===== src/rtl/aes_gcm_input_sequencer.sv =====
// Buffers one AES-GCM instance (header + AAD/PT blocks) and replays it gap-free to the first stage.
// Ports: clk/rst_n, hdr valid/ready + key/iv/size, blk valid/ready + data, stage outputs, o_busy, o_err. Optional: AES_SEQ_ABORT_EN adds i_abort.
module aes_gcm_input_sequencer #(
  parameter int DEPTH = 16,
  parameter int AW    = $clog2(DEPTH)
) (
  input  logic         clk,
  input  logic         rst_n,
  input  logic         i_hdr_valid,
  output logic         o_hdr_ready,
  input  logic [0:127] i_hdr_key,
  input  logic [0:95]  i_hdr_iv,
  input  logic [0:127] i_hdr_size,
  input  logic         i_blk_valid,
  output logic         o_blk_ready,
  input  logic [0:127] i_blk_data,
`ifdef AES_SEQ_ABORT_EN
  input  logic         i_abort,
`endif
  output logic [0:127] o_cipher_key,
  output logic [0:95]  o_iv,
  output logic [0:127] o_instance_size,
  output logic [0:127] o_aad,
  output logic [0:127] o_plain_text,
  output logic         o_new_instance,
  output logic         o_pt_instance,
  output logic         o_busy,
  output logic         o_err
);

  localparam int CW = AW + 1;

  typedef enum logic [1:0] {IDLE, LOAD, ISSUE} state_t;

  state_t state, state_nx;

  logic [0:127] mem [DEPTH];
  logic [0:127] key_q;
  logic [0:127] size_q;
  logic [0:95]  iv_q;
  logic [CW-1:0] aad_q;
  logic [CW-1:0] total_q;
  logic [CW-1:0] wr_cnt;
  logic [CW-1:0] rd;

  logic [63:0] pt_len;
  logic [63:0] aad_len;
  logic [57:0] hdr_total;
  logic        hdr_bad;
  logic        hdr_fire;
  logic        blk_fire;
  logic        abort;
  logic        wr_last;
  logic        rd_last;

  assign pt_len    = i_hdr_size[0:63];
  assign aad_len   = i_hdr_size[64:127];
  // 58 bits holds the sum of two 57-bit block counts without wrap
  assign hdr_total = {1'b0, pt_len[63:7]}
                   + {1'b0, aad_len[63:7]};
  assign hdr_bad   = (hdr_total == 58'd0)
                   || (hdr_total > 58'(DEPTH))
                   || (|pt_len[6:0])
                   || (|aad_len[6:0]);

  // gated by rst_n so every output reads 0 while reset is held
  assign o_hdr_ready = rst_n && (state == IDLE);
  assign o_blk_ready = (state == LOAD) && (wr_cnt < total_q);
  assign o_busy      = (state != IDLE);

  assign hdr_fire = i_hdr_valid && o_hdr_ready;
  assign blk_fire = i_blk_valid && o_blk_ready;
  assign wr_last  = (wr_cnt == total_q - CW'(1));
  assign rd_last  = (rd == total_q - CW'(1));

`ifdef AES_SEQ_ABORT_EN
  assign abort = i_abort && (state == LOAD);
`else
  assign abort = 1'b0;
`endif

  always_ff @(posedge clk or negedge rst_n) begin
    if (!rst_n) state <= IDLE;
    else        state <= state_nx;
  end

  always_comb begin
    state_nx = state;
    unique case (state)
      IDLE: begin
        if (hdr_fire && !hdr_bad) state_nx = LOAD;
      end
      LOAD: begin
        if (abort)                   state_nx = IDLE;
        else if (blk_fire && wr_last) state_nx = ISSUE;
      end
      ISSUE: begin
        if (rd_last) state_nx = IDLE;
      end
      default: state_nx = IDLE;
    endcase
  end

  // block storage needs no reset: wr_cnt/rd gate what is read
  always_ff @(posedge clk) begin
    if (blk_fire && !abort) mem[wr_cnt[AW-1:0]] <= i_blk_data;
  end

  always_ff @(posedge clk or negedge rst_n) begin
    if (!rst_n) begin
      key_q           <= '0;
      iv_q            <= '0;
      size_q          <= '0;
      aad_q           <= '0;
      total_q         <= '0;
      wr_cnt          <= '0;
      rd              <= '0;
      o_cipher_key    <= '0;
      o_iv            <= '0;
      o_instance_size <= '0;
      o_aad           <= '0;
      o_plain_text    <= '0;
      o_new_instance  <= 1'b0;
      o_pt_instance   <= 1'b0;
      o_err           <= 1'b0;
    end else begin
      o_err <= 1'b0;
      if (state != ISSUE) begin
        o_aad          <= '0;
        o_plain_text   <= '0;
        o_new_instance <= 1'b0;
        o_pt_instance  <= 1'b0;
      end
      unique case (state)
        IDLE: begin
          if (hdr_fire) begin
            if (hdr_bad) begin
              o_err <= 1'b1;
            end else begin
              key_q   <= i_hdr_key;
              iv_q    <= i_hdr_iv;
              size_q  <= i_hdr_size;
              aad_q   <= aad_len[7 +: CW];
              total_q <= hdr_total[CW-1:0];
              wr_cnt  <= '0;
            end
          end
        end
        LOAD: begin
          if (abort) begin
            wr_cnt <= '0;
            o_err  <= 1'b1;
          end else if (blk_fire) begin
            wr_cnt <= wr_cnt + CW'(1);
            if (wr_last) rd <= '0;
          end
        end
        ISSUE: begin
          rd             <= rd + CW'(1);
          o_new_instance <= (rd == '0);
          if (rd == '0) begin
            o_cipher_key    <= key_q;
            o_iv            <= iv_q;
            o_instance_size <= size_q;
          end
          if (rd < aad_q) begin
            o_aad         <= mem[rd[AW-1:0]];
            o_plain_text  <= '0;
            o_pt_instance <= 1'b0;
          end else begin
            o_aad         <= '0;
            o_plain_text  <= mem[rd[AW-1:0]];
            o_pt_instance <= 1'b1;
          end
        end
        default: ;
      endcase
    end
  end

endmodule


===== config.mk =====
export PLATFORM = sky130hd
export DESIGN_NAME = aes_gcm_input_sequencer
export DESIGN_NICKNAME = d
export VERILOG_FILES = /design/src/rtl/aes_gcm_input_sequencer.sv
export SDC_FILE = /design/constraint.sdc
export NUM_CORES = 2
export LEC_CHECK = 0
export ABC_CLOCK_PERIOD_IN_PS = 7400
export CAP_MARGIN = 10
export CELL_PAD_IN_SITES_DETAIL_PLACEMENT = 1
export CELL_PAD_IN_SITES_GLOBAL_PLACEMENT = 1
export CORE_UTILIZATION = 50
export DETAILED_ROUTE_END_ITERATION = 10
export DONT_BUFFER_PORTS = 1
export PLACE_DENSITY = 0.81
export SYNTH_ARGS = -nofsm -noshare
export SYNTH_HDL_FRONTEND = slang
export SYNTH_SLANG_ARGS = --single-unit

===== constraint.sdc =====
create_clock -name clk -period 7.4 [get_ports clk]
set_clock_uncertainty 0.1 [all_clocks]
set_input_delay 1.48 -clock clk [delete_from_list [all_inputs] [get_ports clk]]
set_output_delay 1.48 -clock clk [all_outputs]
set_load 0.1 [all_outputs]

Word level (Yosys, flattened, before mapping) --
Memories as Yosys holds them, arrays and structs flattened. Cells that the tools add are included.
Storage, ports and cells: register bits after elaboration 985, bits in latches 0, bits in writable memories 2048, bits in read-only memories 0, output and inout bits 614, word-level logic and storage cells 86, memories 1
Operators by class: add/subtract/negate cells 4, multipliers 0, divide/modulo/power cells 0, order comparisons 3, equal/unequal tests 12, shift-type cells 0, muxes and demuxes 25, bitwise operators 1, reductions and logical operators 24
Memories:
- mem | words 16, bits a word 128, read ports 1, clocked after memory_dff 0, write ports 1, RTL line 37 | logic [0:127] mem [DEPTH];
Operators by type and width (number):
- $mux W128 | 5
- $add A57 B57 Y58 | 1
- $gt A58 B5 Y1 const B | 1
- $logic_not A58 Y1 | 1
- $mux W5 | 5
- $pmux W5 S2 | 2
- $reduce_or A7 Y1 | 2
- $ne A2 B2 Y1 const B | 6
- $add A5 B1 Y5 const B | 2
- $eq A5 B5 Y1 | 2
- $lt A5 B5 Y1 | 2
- $mux W1 | 9
- $reduce_and A3 Y1 | 3
- $reduce_bool A2 Y1 | 4
- $logic_and A1 B1 Y1 | 6
- $mux W2 | 3
- $pmux W2 S3 | 1
- $logic_not A5 Y1 | 1
- $sub A5 B1 Y5 const B | 1
- $ne A2 B1 Y1 const B | 2
- $reduce_and A4 Y1 | 1
- $logic_or A1 B1 Y1 | 3
- $eq A2 B1 Y1 const B | 1
- $eq A2 B2 Y1 const B | 1
- other kinds (4) | 4

Longest topological paths before layout --
word-level depth 9, mapped depth 15, mapped depth without buffers 13

Worst setup path after synthesis --
Ideal clock, no wire load.
path kind register -> register, start reg wr_cnt[1], end mem mem[15][0] in the netlist's numbering, enable pin, setup time 504 ps, arrival time 7445 ps, data required time 6796 ps, path slack -649 ps, cell stages (with the launch flop) 11, buffers on the path 0, clock period less this slack 8049 ps, path through dfrtp_1 > ha_1 > nor2b_1 > o21a_1 > o21ai_0 > nand2b_1 > a211oi_1 > nand2_1 > inv_1 > and3_1 > and2_1
On the way: longest elaborated chain between the ends 5
RTL lines:
- from (decl) | RTL line 43 | logic [CW-1:0] wr_cnt;
- from (signal assigned) | RTL line 154 | wr_cnt <= wr_cnt + CW'(1);
- $lt A5 B5 Y1 | RTL line 68 | assign o_blk_ready = (state == LOAD) && (wr_cnt < total_q);
- $logic_and A1 B1 Y1 | RTL line 68
- net o_blk_ready | RTL line 15 | output logic o_blk_ready,
- $logic_and A1 B1 Y1 | RTL line 72 | assign blk_fire = i_blk_valid && o_blk_ready;
- $mux W1 | RTL line 106 | if (blk_fire && !abort) mem[wr_cnt[AW-1:0]] <= i_blk_data;
- $mux W1 (implied by the code) | RTL line 106
- to (decl) | RTL line 37
The timed path passes the listed nets, and every way through them passes these cells.

Worst setup path after layout --
start in i_hdr_size[93] in the netlist's numbering, end reg key_q[70] in the netlist's numbering
On the way: longest elaborated chain between the ends 7, elaborated cells on any way between the ends 8, those cells by class add/sub (1); order compare (1); bitwise (1); reduce/logical (5)
RTL lines:
- from (decl) | RTL line 13 | input logic [0:127] i_hdr_size,
- $add A57 B57 Y58 * | RTL line 60 | + {1'b0, aad_len[63:7]};
- $gt A58 B5 Y1 or $logic_not A58 Y1 (tied branches) | RTL line 62, 61
- $logic_or A1 B1 Y1 * | RTL line 62 | || (hdr_total > 58'(DEPTH))
- $logic_or A1 B1 Y1 * | RTL line 63 | || (|pt_len[6:0])
- $logic_or A1 B1 Y1 * | RTL line 64 | || (|aad_len[6:0]);
- $not A1 Y1 (no line) *
- $reduce_and A3 Y1 (no line) *
- to (signal assigned) | RTL line 140 | key_q <= i_hdr_key;
- to (decl) | RTL line 38 | logic [0:127] key_q;
Every way passes the cells marked *; elsewhere a longest branch is shown, timed or not. A chain may end at the register's enable or synchronous reset.

==> reports/qor.csv <==
stage,metric,value,unit
final_layout,nets,7057,
worst_setup_path,required,8.12,ns
yosys,synth_edf_count,2048,
outcome,status,completed,
global_route,met2_usage,0.4986,
routing,post-route-drc-count,0,
sta,rsz0062_at_grt,no,
floorplan,io_pins,1098,
final_layout,syn2layout_area_growth,11.88,%
place,port_buffers,0,
floorplan,die_h,487.1,um
worst_setup_path,crit_arrival,6.31,ns
final_layout,drive_above_1_share,0.2362,
global_route,grt_util_met1,0.3631,
worst_setup_path,path_buf_inv,2,
place,place_inst,9313,
yosys,ys_ff_latch,3028,
yosys,postSynth.asyncResetShare,0.3236,
clocking,hold_buffers,0,
clocking,cts_made_buffers,316,
final_layout,layout.cells.most_common,edfxtp_1,
sta,min_period,5.595,ns
worst_setup_path,critPathSlowestCell,nor4_4,
routing,drt_pre_antenna_iters,5,
clocking,cts.htree.levels,5,
power_and_ir_drop,p_total,34.51,mW
place,place.gp.congestion,0.9677,
routing,via_per_inst,6.313,
power_and_ir_drop,p_leak,52.34,nW
yosys,ys.flop_type,edfxtp_1,
global_route,grt_pass1_vias,66800,
clocking,clk_pin_slew_worst_paths,0.07,ns
yosys,ys.warnings.count,0,
routing,via_count,62630,
worst_setup_path,cp_top_family,simple AND/OR/NAND/NOR gates,
place,place_hpwl,221100,um
floorplan,num_rows,177,
floorplan,start_util,0.5045,
sta,setup-tns-final,0,ns
yosys,synth_top_family_by_area,multiplexers,
clocking,clk_root_buffer_cell,clkbuf_16,
routing,wl,362800,um
yosys,synth.area.mux_share,0.1646,
place,placed_cell_area,0.1214,mm^2
yosys,synth_fa_ha_area_frac,0.007934,
global_route,grt_max_degree,229,
worst_setup_path,max_stage_delay,0.54,ns
sta,worst_pin_slew,1.336,ns
sta,slew_violations,0,
global_route,grt_use_total,0.3044,
global_route,overflow,0,
global_route,grtUsageMet3,0.09131,
worst_setup_path,critPathMaxFanout,22,
yosys,synth_simple_gate_area_frac,0.06055,
worst_setup_path,crit_cells,14,
floorplan,fp.dieArea,0.2372,mm^2
power_and_ir_drop,ir_worst_vdd,0.2334,mV
clocking,post_cts_resized,0,
worst_setup_path,path_class,in2reg,
sta,slew_headroom,0.1097,
final_layout,fin_cells,9922,
yosys,synth_nets,6987,
yosys,avgSynthCellArea,18.30,um^2
sta,clock.fmax,0.1787,GHz
clocking,post-cts-setup-buffer-count,0,
final_layout,fin_area,0.1316,mm^2
routing,postRouteAntennaNets,0,
flow_run,maxCapViolations,0,
worst_setup_path,crit_path_cell_trace,ha_1 > a21oi_2 > o21ai_2 > nor2b_1 > or4_1 > nor4_1 > nand4_1 > nor4_1 > nand4_1 > nor4_4 > nand3_4 > buf_12 > buf_4 > mux2_4,
clocking,clk_latency,0.95,ns
routing,drtIter0Drc,6404,
global_route,grt_pass1_wl,509000,um
floorplan,fp.coreArea,0.2332,mm^2
yosys,synth_compound_area_frac,0.01660,
global_route,antenna_found_initial,64,
yosys,syn_inst,6429,
worst_setup_path,reg2reg_depth,12,
floorplan,die_w,487.1,um
yosys,yosysSeqAreaShare,0.7312,
power_and_ir_drop,powerDensity,262.2,mW/mm^2
yosys,syn_area,0.1177,mm^2
sta,timing.final.crit_share,0.7561,
clocking,cts_max_path_buffers,4,
clocking,cts_tree,done,
yosys,synth_xor_area_frac,0.004020,
final_layout,final_cell_mix,"2048 x edfxtp_1, 1126 x nand2_1, 976 x dfrtp_1",
worst_setup_path,critPathCaptureType,flip-flop,
min_path,hold_class,in2async,
worst_setup_path,startpoint_type,input port,
global_route,grt-busiest-layer,met2,
sta,hold_viol,0,
yosys,ys_types,78,
routing,wl_per_cell,36.56,um
clocking,cts_sinks,3028,
sta,setup_viol,0,
worst reg2reg max path: cells and delay by family, from the launching register on:
family          cells  cell delay [ns]
compound gates      3             0.55
fa+ha+maj           1             0.29
buf+inv             3             1.02
flops               1             0.40
simple gates        5             2.34
registers in the layout, indices dropped and copies added (netlist names):
signal           cells
o_pt_instance        1
o_instance_size    128
size_q             128
total_q              5
key_q              128
mem               2048
o_new_instance       1
rd                   5
iv_q                96
o_plain_text       128
o_aad              128
wr_cnt               5
o_iv                96
o_cipher_key       128
o_err                1
state                2
cell families after synthesis:
kind of cell               count (synthesis)
muxes                                    989
DFF                                     3028
adders and majority gates                 74
buffers and inverters                    392
AOI/OAI and AO/OA                        291
xor gates and xnor gates                  54
and+or+nand+nor                         1601
synthesized netlist by cell type (5+ instances only):
cell type	count	area, um^2
nand4_1	37	231.5
mux4_2	640	14410
inv_1	32	120.1
o211ai_1	16	120.1
or4_1	5	37.54
nor3_1	26	130.1
a21oi_2	7	61.31
mux2_1	11	123.9
and3_1	259	1620
mux2_2	62	698.2
buf_8	9	135.1
nor2_1	49	183.9
o21ai_1	16	80.08
o21ai_0	37	185.2
and4_1	12	105.1
o21bai_1	9	67.56
edfxtp_1	2048	61500
a31oi_1	13	81.33
nor2b_1	5	31.28
xnor2_1	37	324.1
and2_1	35	219.0
xor2_1	17	148.9
mux2_4	272	4084
nand2_1	1126	4227
nand2b_1	7	43.79
ha_1	73	913.4
buf_6	24	270.3
o21a_1	16	120.1
nor4_1	16	100.1
or3_1	5	31.28
dfrtp_1	980	24520
buf_1	44	165.2
buf_2	20	100.1
nand3_1	9	45.04
o31ai_1	9	67.56
a211oi_1	9	67.56
clkbuf_1	260	975.9
a21oi_1	79	395.4
a21o_1	29	217.7
path summary, 6_finish.rpt:
check | to | slack [ns] | start
max in group asynchronous | key_q[28]$_DFFE_PN0P_ | 3.95 | rst_n
worst min-delay path | o_aad[52]$_DFF_PN0_ | 0.12 | rst_n
worst max register to register | mem[10][38]$_DFFE_PP_ | 2.33 | total_q[1]$_DFFE_PN0P_
min in group clk | o_instance_size[75]$_DFFE_PN0P_ | 0.35 | size_q[75]$_DFFE_PN0P_
worst max-delay path | key_q[70]$_DFFE_PN0P_ | 1.81 | i_hdr_size[93]
worst min register to register | o_instance_size[75]$_DFFE_PN0P_ | 0.35 | size_q[75]$_DFFE_PN0P_
metal layers:
metal | up-vias | part of all wire
met4 | 30 | 0.059
li1 | 24780 | -
met2 | 3527 | 0.49
met1 | 33470 | 0.35
met3 | 831 | 0.10
met5 | - | 0.00049
layout make-up:
cell class	instances	area, um^2
diodes	58	145.1
clock buffers	414	8767
clock inverters	137	1351
fillers	20450	101600
inverters	33	131.4
multi-input cells	3009	29920
flip-flops and latches	3028	86040
well taps	3132	3919
repair buffers	111	1359
where the power goes:
| part | switching [mW] | internal (mW) |
|---|---|---|
| Sequential | 0 | 18.1 |
| Combinational | 0.417 | 0.166 |
| Clock | 6.72 | 9.09 |
stage by stage:
step	utilization	setup WS, ns	hold slack (ns)
5_1_grt	0.5642	1.637	0.07164
3_5_place_dp	0.5205	0.8806	0.3471
4_1_cts	0.5638	1.851	0.06433
2_1_floorplan	-	0.7885	0.3304
3_3_place_gp	0.5205	0.9288	0.3452
6_report	0.5645	1.805	0.1212
No activity file was read; power rests on OpenSTA's default activity.
